[config.mk]
export PLATFORM = sky130hd
export DESIGN_NAME = tdm_demux
export DESIGN_NICKNAME = d
export VERILOG_FILES = /design/src/rtl/tdm_pkg.sv /design/src/rtl/tdm_slot_counter.sv /design/src/rtl/tdm_demux.sv
export SDC_FILE = /design/constraint.sdc
export NUM_CORES = 1
export LEC_CHECK = 0
export BUFFER_PORTS_ARGS = -buffer_cell sky130_fd_sc_hd__buf_2
export CAP_MARGIN = 15
export CORE_AREA = 2 2 39 41
export DETAILED_ROUTE_END_ITERATION = 6
export DIE_AREA = 0 0 41 43
export SKIP_LAST_GASP = 1
export SLEW_MARGIN = 20
export SYNTH_ARGS = -nofsm -noshare
export SYNTH_HDL_FRONTEND = slang
export SYNTH_SLANG_ARGS = --single-unit
[constraint.sdc]
create_clock -name clk -period 2.1 [get_ports clk]
set_input_delay 0.105 -clock clk [delete_from_list [all_inputs] [get_ports clk]]
set_output_delay 0.105 -clock clk [all_outputs]
set_load 0.05 [all_outputs]
[src/rtl/tdm_pkg.sv]
// Shared types and helpers for the TDM receive demultiplexer.
package tdm_pkg;

    typedef enum logic {
        HUNT = 1'b0,
        LOCK = 1'b1
    } state_t;

    // Slot index width; a one-slot frame still needs a 1-bit counter.
    function automatic int slot_w(input int n);
        return (n > 1) ? $clog2(n) : 1;
    endfunction

endpackage

[src/rtl/tdm_slot_counter.sv]
// Expected-slot counter: load-to-1 on a sync beat, increment with wrap otherwise.
module tdm_slot_counter
    import tdm_pkg::*;
#(
    parameter int NCH = 2,
    localparam int SLOT_W = slot_w(NCH)
) (
    input  logic              clk,
    input  logic              rst,
    input  logic              en,
    input  logic              load,
    input  logic              inc,
    output logic [SLOT_W-1:0] slot,
    output logic              is_last
);

    // After a sync beat the next expected slot is 1, which wraps to 0 for NCH=1.
    localparam logic [SLOT_W-1:0] LOAD_VAL = SLOT_W'((NCH > 1) ? 1 : 0);
    localparam logic [SLOT_W-1:0] LAST     = SLOT_W'(NCH - 1);

    assign is_last = (slot == LAST);

    always_ff @(posedge clk or posedge rst) begin
        if (rst) begin
            slot <= '0;
        end else if (en) begin
            if (load)
                slot <= LOAD_VAL;
            else if (inc)
                slot <= is_last ? '0 : slot + SLOT_W'(1);
        end
    end

endmodule

[src/rtl/tdm_demux.sv]
// Receive side of the TDM link: frame alignment, per-slot capture and frame snapshot.
module tdm_demux
    import tdm_pkg::*;
#(
    parameter int NCH   = 2,
    parameter int WIDTH = 1
) (
    input  logic                 clk,
    input  logic                 rst,
    input  logic [WIDTH-1:0]     din,
    input  logic                 din_valid,
    input  logic                 sync,
    output logic [NCH*WIDTH-1:0] ch_data,
    output logic [NCH-1:0]       ch_valid,
    output logic [NCH*WIDTH-1:0] frame_data,
    output logic                 frame_valid,
    output logic                 locked,
    output logic                 sync_err
);

    localparam int SLOT_W = slot_w(NCH);
    localparam logic [SLOT_W-1:0] LAST = SLOT_W'(NCH - 1);

    state_t               state;
    logic [SLOT_W-1:0]    slot;
    logic [SLOT_W-1:0]    cap_slot;
    logic                 is_last;
    logic                 capture;
    logic                 err;
    logic                 last_cap;
    logic [NCH*WIDTH-1:0] merged;

    tdm_slot_counter #(.NCH(NCH)) u_slot (
        .clk     (clk),
        .rst     (rst),
        .en      (din_valid),
        .load    (capture && sync),
        .inc     (capture && !sync),
        .slot    (slot),
        .is_last (is_last)
    );

    // A sync beat always lands in slot 0, whether it was expected or is a realign.
    always_comb begin
        capture  = 1'b0;
        err      = 1'b0;
        cap_slot = sync ? '0 : slot;
        if (din_valid) begin
            case (state)
                HUNT: capture = sync;
                LOCK: begin
                    capture = sync || (slot != '0);
                    err     = sync ? (slot != '0) : (slot == '0);
                end
                default: capture = 1'b0;
            endcase
        end
        last_cap = capture && (cap_slot == LAST);
        merged   = ch_data;
        for (int k = 0; k < NCH; k++)
            if (cap_slot == SLOT_W'(k))
                merged[k*WIDTH +: WIDTH] = din;
    end

    assign locked = (state == LOCK);

    always_ff @(posedge clk or posedge rst) begin
        if (rst) begin
            state       <= HUNT;
            ch_data     <= '0;
            ch_valid    <= '0;
            frame_data  <= '0;
            frame_valid <= 1'b0;
            sync_err    <= 1'b0;
        end else begin
            for (int k = 0; k < NCH; k++)
                ch_valid[k] <= capture && (cap_slot == SLOT_W'(k));
            if (capture)
                ch_data <= merged;
            frame_valid <= last_cap;
            if (last_cap)
                frame_data <= merged;
            sync_err <= err;
            // Slot 0 without sync means alignment is lost; drop the beat and re-hunt.
            if (din_valid) begin
                if (state == HUNT && sync)
                    state <= LOCK;
                else if (state == LOCK && !sync && slot == '0)
                    state <= HUNT;
            end
        end
    end

endmodule
### Word-level counts from Yosys, hierarchy flattened

Cells that the tools add are included.

* flip-flop bits (word level): 10
* input bits: 5
* output and inout port bits: 9
* word-level logic and storage cells: 37

* $add $sub $neg: 1
* multiplexer cells: 13
* bitwise operators: 3
* reductions and logical operators: 13

Operators with widths (count)
* 1-bit 2-to-1 mux: 12
* 1-bit logical AND: 7
* 2-bit AND reduction: 2
* 2-bit nonzero test: 2
* 1-bit inverter: 3
* 1-bit one-hot mux with 2 select lines: 1
* 1-bit adder, second input constant: 1
* 1-bit logical NOT: 1
* 1-bit logical OR: 1

### Logic depth before layout (Yosys ltp)

Gate-level depths: netlist of the first run.

* depth after elaboration: 6
* gate-level depth with buffers: 5
* mapped depth without buffers: 5

### Cells and area by module

A second synthesis of the first run with hierarchy kept.

* cells, all modules: 38
* area, all modules: 449.2 µm²

Modules (own cells, without submodules)
* tdm_demux: times used 1, cells each 31, area an instance 385.4 µm², sequential area each 200.2 µm²
* tdm_slot_counter: times used 1, cells each 7, area an instance 63.8 µm², sequential area each 25.0 µm²

### Worst setup path before layout of the first run

OpenSTA, ideal clock, no wires.

* path type: reg2reg
* start point: reg state, in the netlist locked
* end point: reg ch_data[1]
* library setup time: 0.125 ns
* arrival time: 1.390 ns
* data required time: 1.975 ns
* path slack: 0.585 ns
* cell stages (with the launch flop): 4
* clock period less this slack: 1.515 ns
* path through: dfrtp_1 > nor2b_4 > o211a_4 > mux2_4

* word-level cells in the longest chain between the ends: 3

Ends and longest elaborated chain
* start: declaration: line tdm_demux.sv:24 `state_t state;`
* start signal: assignment: line tdm_demux.sv:69 `state <= HUNT;`
* start signal: assignment: line tdm_demux.sv:87 `state <= LOCK;`
* start signal: assignment: line tdm_demux.sv:89 `state <= HUNT;`
* 1-bit inverter: line tdm_demux.sv:49 `case (state)`
* 1-bit one-hot mux with 2 select lines *: line tdm_demux.sv:49
* 1-bit 2-to-1 mux *: line tdm_demux.sv:48 `if (din_valid) begin`
* end signal: assignment: line tdm_demux.sv:79 `ch_data <= merged;`
* end: declaration: line tdm_demux.sv:13 `output logic [NCH*WIDTH-1:0] ch_data,`

Every way passes the cells marked *; elsewhere a longest branch is shown, timed or not.
A chain may end at the register's enable or synchronous reset.

### Worst setup path in the final report of the first run

* start point: reg u_slot.slot, in the netlist u_slot.is_last
* end point: reg frame_data[1]

* word-level cells in the longest chain between the ends: 4
* elaborated cells on any way between the ends: 6
* those cells by class: mux: 4; reduce/logical: 2

Ends and longest elaborated chain
* start: declaration: line tdm_slot_counter.sv:13 `output logic [SLOT_W-1:0] slot,`
* start signal: assignment: line tdm_slot_counter.sv:30 `slot <= is_last ? '0 : slot + SLOT_W'(1);`
* 1-bit logical OR: line tdm_demux.sv:52 `capture = sync || (slot != '0);`
* 1-bit one-hot mux with 2 select lines: line tdm_demux.sv:49
* 1-bit 2-to-1 mux: line tdm_demux.sv:48
* 1-bit logical AND *: line tdm_demux.sv:58 `last_cap = capture && (cap_slot == LAST);`
* via last_cap: line tdm_demux.sv:30 `logic last_cap;`
* end signal: assignment: line tdm_demux.sv:82 `frame_data <= merged;`
* end: declaration: line tdm_demux.sv:15 `output logic [NCH*WIDTH-1:0] frame_data,`

The timed path passes the listed nets; every way through them passes the cells marked *.

==> results of run 1 <==
[registers in the layout, summed over array words and instances, names as in the netlist]
name            cells
ch_data             2
ch_valid            2
frame_data          2
locked              1
sync_err            1
u_slot.is_last      1
[final cells by class]
type,instances,share of cell area (%)
well taps,16,3.76
flip-flops and latches,9,42.4
clock buffers,4,4.94
multi-input cells,18,31.3
inverters,5,3.53
repair buffers,14,14.1
[cell families after synthesis]
logic type / count (synthesis) / synth area share (%)
DFF: 9 / 53.9
buffers and inverters: 6 / 6.29
and+or+nand+nor: 6 / 8.98
AOI/OAI and AO/OA: 5 / 8.98
muxes: 5 / 15.9
adders and majority gates: 2 / 5.99
[through the flow]
stage	hold slack (ns)	area, µm²	setup slack (ns)
after floorplan	-0.0671	418	0.585
after global placement	0.0788	495	0.697
after detailed placement	0.0928	495	0.680
after CTS	0.116	532	0.671
after global routing	0.116	532	0.633
final	0.115	532	0.680
[cell usage in the layout, fill, tap and decap left out, drive strengths merged, types with 2 or more instances in the layout]
master,count
clkbuf,4
nor2b,3
inv,5
ha,2
mux2,4
dfrtp,9
buf,13
o21ai,4
nor2,2
[layer usage]
metal	vias to the layer above	part of all wire [%]
met4	0	0.95
li1	139	-
met2	9	47
met5	-	0
met1	132	46
met3	2	5.0
[critical path, delay by kind of cell (launching register included)]
family / cells / cell delay (ns)
AOI/OAI and AO/OA: 1 / 0.27
adders and majority gates: 1 / 0.20
buffers and inverters: 1 / 0.10
DFF: 1 / 0.39
muxes: 1 / 0.29
and+or+nand+nor: 1 / 0.06
[worst max-delay path by stage]
stage,cells past startpoint,from,end,slack (ns)
floorplan,3,locked,ch_data[1],0.59
global placement,5,u_slot.is_last,ch_data[1],0.70
detailed placement,5,u_slot.is_last,ch_data[1],0.68
CTS,5,u_slot.is_last,frame_data[1],0.67
global route,5,u_slot.is_last,frame_data[1],0.63
finish,5,u_slot.is_last,frame_data[1],0.68
[where the power goes]
part	internal, mW	switching, mW
Clock	0.0730	0.0578
Sequential	0.243	0.0443
Combinational	0.146	0.323
Total	0.462	0.425
==> flow_metrics.env, run 1 <==
export IMPL_finalPower_mw=0.886
export IMPL_timing_rr_start="u_slot.is_last"
export IMPL_cp_slowest_cell="dfrtp_1"
export IMPL_reg2reg_to="frame_data[1]"
export IMPL_start_util_pct=30.2
export IMPL_detail_route_wl_per_cell_um=11.1
export IMPL_vias=282
export IMPL_die_area_um2=1760
export IMPL_hold_start="din"
export IMPL_rsz0062_at_grt="false"
export IMPL_max_slew_worst_pin_slew_ns=0.367
export IMPL_syn_num_nets=40
export IMPL_yosysUniqueCellTypes=14
export IMPL_syn_inst=33
export IMPL_critical_path_max_stage_delay_ns=0.39
export IMPL_totalWireLength_um=733
export IMPL_dp_hpwl_um=585
export IMPL_antenna_cells=0
export IMPL_period_share_pct=67.6
export IMPL_ys_ff_latch=9
export IMPL_use_met1_pct=13.6
export IMPL_drive_gt1_share_pct=44.0
export IMPL_first_global_vias=246
export IMPL_cts_hold_fix_buffers=1
export IMPL_synth_edf_count=0
export IMPL_syn_to_final_growth_pct=27.2
export IMPL_synth_area_leaders="dfrtp_1 (54%), mux2_4 (11%), ha_1 (6.0%)"
export IMPL_die_h_um=43
export IMPL_ir_drop_v=0.000489
export IMPL_viasPerCell=4.27
export IMPL_final_nets=58
export IMPL_endpoint_kind="flop"
export IMPL_final_cells=66
export IMPL_yosysSeqAreaShare_pct=53.9
export IMPL_fillCellCount=146
export IMPL_grt_overflow_total=0
export IMPL_fin_tns_setup_ns=0
export IMPL_seq_area_um2=225
export IMPL_path_cells="inv_1, ha_1, nor2b_4, o211a_4, mux2_4"
export IMPL_drc=0
export IMPL_yosysMostFrequentCell="dfrtp_1"
export IMPL_worstPathMaxFanout=4
export IMPL_worst_r2r_cell_count=5
export IMPL_worstHoldPathCells=2
export IMPL_row_count=14
export IMPL_crit_type="reg2reg"
export IMPL_async_flop_share_pct=100
export IMPL_leakage_nw=0.295
export IMPL_finalClockSkew_ns=0.00575
export IMPL_grt_max_degree=10
export IMPL_portBuffers=13
export IMPL_fmax_mhz=704
export IMPL_grt_usage_pct=9.87
export IMPL_grt_busiest_layer="met1"
export IMPL_slew_headroom_pct=75.5
export IMPL_layout_min_cycle_time_ns=1.42
export IMPL_post_cts_buffers=0
export IMPL_die_w_um=41
export IMPL_fp_coreArea_um2=1380
export IMPL_syn_area_um2=418
export IMPL_holdPathEnd="ch_data[1]"
export IMPL_synth_top_area_share_pct=53.9
export IMPL_multi_input_area_um2=166
export IMPL_reg2reg_slack_ns=0.68
export IMPL_drv_cap=0
export IMPL_cp_arrival_ns=1.56
export IMPL_cts_root_buf="clkbuf_4"
export IMPL_yosysTopAreaCell="dfrtp_1"
export IMPL_place_gp_congestion=0.666
export IMPL_slew_viol_final=0
export IMPL_yosysWarnings=0
export IMPL_dp_cells=61
export IMPL_synth_main_ff_cell="dfrtp_1"
export IMPL_cts_resized=0
export IMPL_crit_path_start_kind="flop"
export IMPL_grt_pass1_wl_mm=1.10
export IMPL_ios=14
export IMPL_ant_nets=0
export IMPL_setup_viol=0
export IMPL_grt_util_met2_pct=12.8
export IMPL_power_density_nw_per_um2=1670
export IMPL_status="complete, no violations"
export IMPL_clkSlewWorstSetupHoldPaths_ns=0.06
export IMPL_first_pass_iters=4
export IMPL_hold_path_class="in2reg"
export IMPL_met3_usage_pct=3.14
export IMPL_cts_tree="yes"
export IMPL_yosys_top_cells_count="dfrtp_1 (9), inv_1 (5), mux2_4 (3), o21ai_0 (3)"
export IMPL_clock_sinks=9
export IMPL_htreeDepth=1
export IMPL_drt_initial_drc_count=6
export IMPL_critPathRequiredTime_ns=2.24
export IMPL_numCtsBuffers=3
export IMPL_clk_path_buf_depth=2
export IMPL_final_util_pct=38.4
export IMPL_antenna_found_initial=0
export IMPL_clk_latency_ns=0.25
export IMPL_finalHoldViolCount=0
export IMPL_syn_avg_cell_area_um2=12.7
Note: power is estimated with default switching activity, not from simulation.
==> run 2: changes to the inputs <==
==> constraint.sdc (replaced) <==
create_clock -name clk -period 1.1 [get_ports clk]
set_input_delay 0.055 -clock clk [delete_from_list [all_inputs] [get_ports clk]]
set_output_delay 0.055 -clock clk [all_outputs]
set_load 0.05 [all_outputs]
==> run 2 against run 1 <==
Net effect: the flow now finishes with violations (negative setup slack); global-route usage increased by 2.7 points; first-iteration DRC count unchanged; routed wire length increased by 13%; clock power increased by 99%; power increased by 110%; die area unchanged; combinational power increased by 120%; register-to-register slack got worse by 0.89 ns.
==> flow_metrics.env, run 2 (synthesis gave the netlist of run 1 again) <==
export IMPL_die_h_um=43
export IMPL_viasPerCell=4.56
export IMPL_layout_common_cells="buf_2 (12), dfrtp_1 (8), buf_4 (5)"
export IMPL_first_pass_iters=2
export IMPL_switchingPower_mw=0.860
export IMPL_hold_start="din"
export IMPL_slew_viol_final=0
export IMPL_clk_latency_ns=0.26
export IMPL_cp_arrival_ns=1.46
export IMPL_antenna_cells=0
export IMPL_finalClockSkew_ns=0.00628
export IMPL_clock_sinks=9
export IMPL_failed_checks="negative setup slack"
export IMPL_cts_root_buf="clkbuf_4"
export IMPL_ios=14
export IMPL_grt_busiest_layer="met2"
export IMPL_grt_overflow_total=0
export IMPL_cp_startpoint="u_slot.is_last"
export IMPL_clk_path_buf_depth=2
export IMPL_period_share_pct=119
export IMPL_met3_usage_pct=7.85
export IMPL_place_gp_congestion=0.643
export IMPL_p_int_mw=0.995
export IMPL_dp_cells=64
export IMPL_dp_hpwl_um=566
export IMPL_clkSlewWorstSetupHoldPaths_ns=0.07
export IMPL_seq_power_share_pct=29.3
export IMPL_combinationalPowerShare_pct=56.7
export IMPL_worst_slack_ns=-0.212
export IMPL_crit_path_start_kind="flop"
export IMPL_p_clk_share_pct=14.1
export IMPL_ant_nets=0
export IMPL_cts_tree="yes"
export IMPL_critPathRequiredTime_ns=1.24
export IMPL_final_cells=71
export IMPL_ir_drop_v=0.00120
export IMPL_endpoint_kind="flop"
export IMPL_final_common_cell="buf_2"
export IMPL_grt_usage_pct=12.5
export IMPL_final_nets=63
export IMPL_fmax_mhz=762
export IMPL_numCtsBuffers=3
export IMPL_portBuffers=13
export IMPL_totalWireLength_um=830
export IMPL_grt_max_degree=10
export IMPL_drt_initial_drc_count=6
export IMPL_fp_coreArea_um2=1380
export IMPL_fin_tns_setup_ns=-0.868
export IMPL_finalPower_mw=1.86
export IMPL_slew_headroom_pct=76.5
export IMPL_timing_rr_start="u_slot.is_last"
export IMPL_drive_gt1_share_pct=58.2
export IMPL_power_density_nw_per_um2=3070
export IMPL_drc=0
export IMPL_crit_type="reg2reg"
export IMPL_status="complete, but fails checks"
export IMPL_rsz0062_at_grt="true"
export IMPL_worstPathMaxFanout=4
export IMPL_die_area_um2=1760
export IMPL_max_slew_worst_pin_slew_ns=0.352
export IMPL_drv_cap=0
export IMPL_vias=324
export IMPL_start_util_pct=30.2
export IMPL_switching_share_pct=46.4
export IMPL_antenna_found_initial=0
export IMPL_use_met1_pct=14.5
export IMPL_htreeDepth=1
export IMPL_layout_min_cycle_time_ns=1.31
export IMPL_fillCellCount=125
export IMPL_leakage_nw=0.320
export IMPL_setup_viol=6
export IMPL_detail_route_wl_per_cell_um=11.7
export IMPL_hold_path_class="in2reg"
export IMPL_preCtsSetupSlack_ns=-0.260
export IMPL_grt_util_met2_pct=17.5
export IMPL_grt_pass1_wl_mm=1.37
export IMPL_row_count=14
export IMPL_syn_to_final_growth_pct=44.6
export IMPL_first_global_vias=308
export IMPL_finalHoldViolCount=0
export IMPL_reg_top3="ch_data (2), ch_valid (2), frame_data (2)"
export IMPL_die_w_um=41
## run 2: power by group through the flow
stage,combinational [mW],sequential (mW),clock [mW]
after CTS,1.03,0.548,0.269
final,1.05,0.543,0.261
after global placement,0.944,0.545,0
after global routing,1.12,0.560,0.295
after detailed placement,0.954,0.548,0
after floorplan,0.318,0.955,0
## run 2: timing repair
item / in CTS / in global routing
pin swaps: 0 / 0
gates cloned: 0 / 0
setup endpoints to repair: 5 / 7
endpoints found under the hold margin: 9 / 0
gates resized for setup: 4 / 3
buffers inserted: 2 / 0
hold buffers: 1 / 0
## run 2: critical path, stage by stage, from the launching register on
cell and delay, ns:
dfrtp_1 0.36, inv_2 0.06, ha_4 0.16, nor2b_4 0.12, o211a_4 0.20, mux2_4 0.30
## run 2: layout make-up
cell class	count	area, µm²	area share [%]
clock buffer	4	26.3	4.35
inverter	5	18.8	3.11
multi-input combinational	18	194	32.1
sequential	9	226	37.5
tap	16	20.0	3.31
timing repair buffer	19	119	19.7
## run 2: worst paths after layout
kind | to | slack, ns | cells past startpoint
max | frame_data[0] | -0.21 | 5
min | ch_data[1] | 0.05 | 2
max reg2reg | frame_data[0] | -0.21 | 5
min reg2reg | ch_data[1] | 0.51 | 1
max in group asynchronous | locked | 0.54 | 3
min in group asynchronous | ch_data[1] | 0.29 | 3
## run 2: metal layers
layer | wire (µm) | vias up
met5 | 0 | -
met4 | 8 | 0
met3 | 81 | 2
met2 | 410 | 17
met1 | 330 | 152
li1 | - | 153
## run 2: through the flow
step | util, % | instance area (µm²) | hold slack (ns)
2_1_floorplan | - | 424 | -0.117
3_3_place_gp | 37.9 | 524 | 0.0316
3_5_place_dp | 37.9 | 524 | 0.0375
4_1_cts | 43.2 | 598 | 0.0553
5_1_grt | 43.7 | 604 | 0.0467
6_report | 43.7 | 604 | 0.0550
==> run 3: changes to the inputs <==
--- a/config.mk
+++ b/config.mk
@@ -10,6 +10,7 @@
 export CORE_AREA = 2 2 39 41
 export DETAILED_ROUTE_END_ITERATION = 6
 export DIE_AREA = 0 0 41 43
+export GPL_TIMING_DRIVEN = 0
 export SKIP_LAST_GASP = 1
 export SLEW_MARGIN = 20
 export SYNTH_ARGS = -nofsm -noshare
==> run 3 against run 2 <==
Net effect: the flow still finishes with violations (negative setup slack); clock skew is 0.0034 ns lower; worst hold slack worse by 0.0025 ns; sequential share of layout area is 2.0 points higher; power is 3.9% lower; non-clock buffer count is 2 lower; sequential cell count stayed put; first-iteration DRC count is 17% lower; global-route usage is 1.2 points lower; register-to-register slack worse by 0.02 ns; largest cell class unchanged; largest power group unchanged; highest routed layer is now met3.
==> flow_metrics.env, run 3 (synthesis gave the netlist of run 1 again) <==
export IMPL_status="complete, but fails checks"
export IMPL_worst_slack_ns=-0.229
export IMPL_reg2reg_slack_ns=-0.23
export IMPL_fmax_mhz=753
export IMPL_failed_checks="negative setup slack"
export IMPL_slew_viol_final=0
export IMPL_portBuffers=13
export IMPL_finalHoldViolCount=0
export IMPL_cp_arrival_ns=1.48
export IMPL_final_nets=61
export IMPL_fp_coreArea_um2=1380
export IMPL_ios=14
export IMPL_clk_path_buf_depth=2
export IMPL_detail_route_wl_per_cell_um=11.6
export IMPL_drv_cap=0
export IMPL_worstPathBufferInverterCount=1
export IMPL_viasPerCell=4.36
export IMPL_switching_share_pct=47.1
export IMPL_reg_top3="ch_data (2), ch_valid (2), frame_data (2)"
export IMPL_numCtsBuffers=3
export IMPL_combinationalPowerShare_pct=54.6
export IMPL_rsz0062_at_grt="true"
export IMPL_layout_common_cells="buf_2 (13), dfrtp_1 (8), inv_1 (4)"
export IMPL_antenna_found_initial=0
export IMPL_critical_path_max_stage_delay_ns=0.36
export IMPL_preCtsSetupSlack_ns=-0.297
export IMPL_final_common_cell="buf_2"
export IMPL_drt_initial_drc_count=5
export IMPL_antenna_cells=0
export IMPL_first_pass_iters=2
export IMPL_drive_gt1_share_pct=56.6
export IMPL_worstPathMaxFanout=4
export IMPL_period_share_pct=121
export IMPL_cts_tree="yes"
export IMPL_endpoint_kind="flop"
export IMPL_drc=0
export IMPL_die_w_um=41
export IMPL_ir_drop_v=0.00133
export IMPL_cp_slowest_cell="dfrtp_1"
export IMPL_grt_overflow_total=0
export IMPL_dp_hpwl_um=561
export IMPL_clkSlewWorstSetupHoldPaths_ns=0.06
export IMPL_setup_viol=5
export IMPL_p_int_mw=0.943
export IMPL_grt_pass1_wl_mm=1.19
export IMPL_switchingPower_mw=0.839
export IMPL_hold_path_class="in2reg"
export IMPL_die_h_um=43
export IMPL_dp_cells=62
export IMPL_htreeDepth=1
export IMPL_clk_latency_ns=0.26
export IMPL_grt_usage_pct=11.3
export IMPL_finalClockSkew_ns=0.00288
export IMPL_clock_sinks=9
export IMPL_fillCellCount=145
export IMPL_seq_power_share_pct=30.6
export IMPL_place_gp_congestion=0.661
export IMPL_slew_headroom_pct=76.2
export IMPL_crit_type="reg2reg"
export IMPL_power_density_nw_per_um2=3110
export IMPL_vias=301
export IMPL_die_area_um2=1760
export IMPL_crit_family="flip-flops"
export IMPL_critPathRequiredTime_ns=1.25
export IMPL_final_cells=69
export IMPL_ant_nets=0
export IMPL_first_global_vias=278
export IMPL_crit_path_start_kind="flop"
export IMPL_p_clk_share_pct=14.8
export IMPL_row_count=14
export IMPL_path_cells="inv_2, ha_4, nor2b_4, o211a_4, mux2_4"
export IMPL_syn_to_final_growth_pct=37.1
export IMPL_grt_max_degree=10
export IMPL_max_slew_worst_pin_slew_ns=0.357
export IMPL_cts_root_buf="clkbuf_4"
export IMPL_leakage_nw=0.307
export IMPL_start_util_pct=30.2
export IMPL_layout_min_cycle_time_ns=1.33
export IMPL_totalWireLength_um=801
run 3: cell type report:
cell class	count	area (µm²)	area share (%)
plain buffers	1	7.51	1.31
flip-flops and latches	9	226	39.5
repair buffers	16	90.1	15.7
multi-input cells	18	184	32.1
inverters	5	18.8	3.28
clock buffers	4	26.3	4.59
well taps	16	20.0	3.49
run 3: per-stage QoR:
stage | total power [mW] | utilization [%] | hold WS (ns) | instance area [µm²] | TNS (ns)
floorplan | 1.27 | - | -0.117 | 424 | -0.985
global placement | 1.44 | 36.8 | 0.0347 | 509 | -1.24
detailed placement | 1.46 | 36.8 | 0.0428 | 509 | -1.28
CTS | 1.81 | 41.4 | 0.0459 | 573 | -0.934
global route | 1.90 | 41.4 | 0.0432 | 573 | -1.09
finish | 1.78 | 41.4 | 0.0525 | 573 | -0.876
run 3: path summary, 6_finish.rpt:
path,endpoint,cells past startpoint,from
worst max-delay path,frame_data[0],5,u_slot.is_last
worst max register to register,frame_data[0],5,u_slot.is_last
worst min-delay path,frame_data[1],2,din
max in group asynchronous,locked,3,rst
min in group asynchronous,ch_data[0],3,rst
worst min register to register,ch_data[1],1,ch_data[1]
run 3: layer usage:
metal	global-route usage [%]	share of wire, %	up-vias
met3	9.95	12	0
met1	11.8	44	137
met2	15.9	43	18
met4	4.00	0	0
li1	-	-	146
met5	0	0	-
run 3: power by group through the flow:
| stage | Sequential, mW | Clock (mW) | Combinational [mW] |
|---|---|---|---|
| 2_1_floorplan | 0.955 | 0 | 0.318 |
| 3_3_place_gp | 0.550 | 0 | 0.894 |
| 3_5_place_dp | 0.554 | 0 | 0.908 |
| 4_1_cts | 0.550 | 0.278 | 0.984 |
| 5_1_grt | 0.566 | 0.299 | 1.04 |
| 6_report | 0.545 | 0.264 | 0.974 |
run 3: repair_timing:
action	CTS	global route
hold buffers	1	0
endpoints found under the setup margin	6	5
buffers inserted	2	0
hold endpoints to repair	9	0
gates resized for setup	3	0
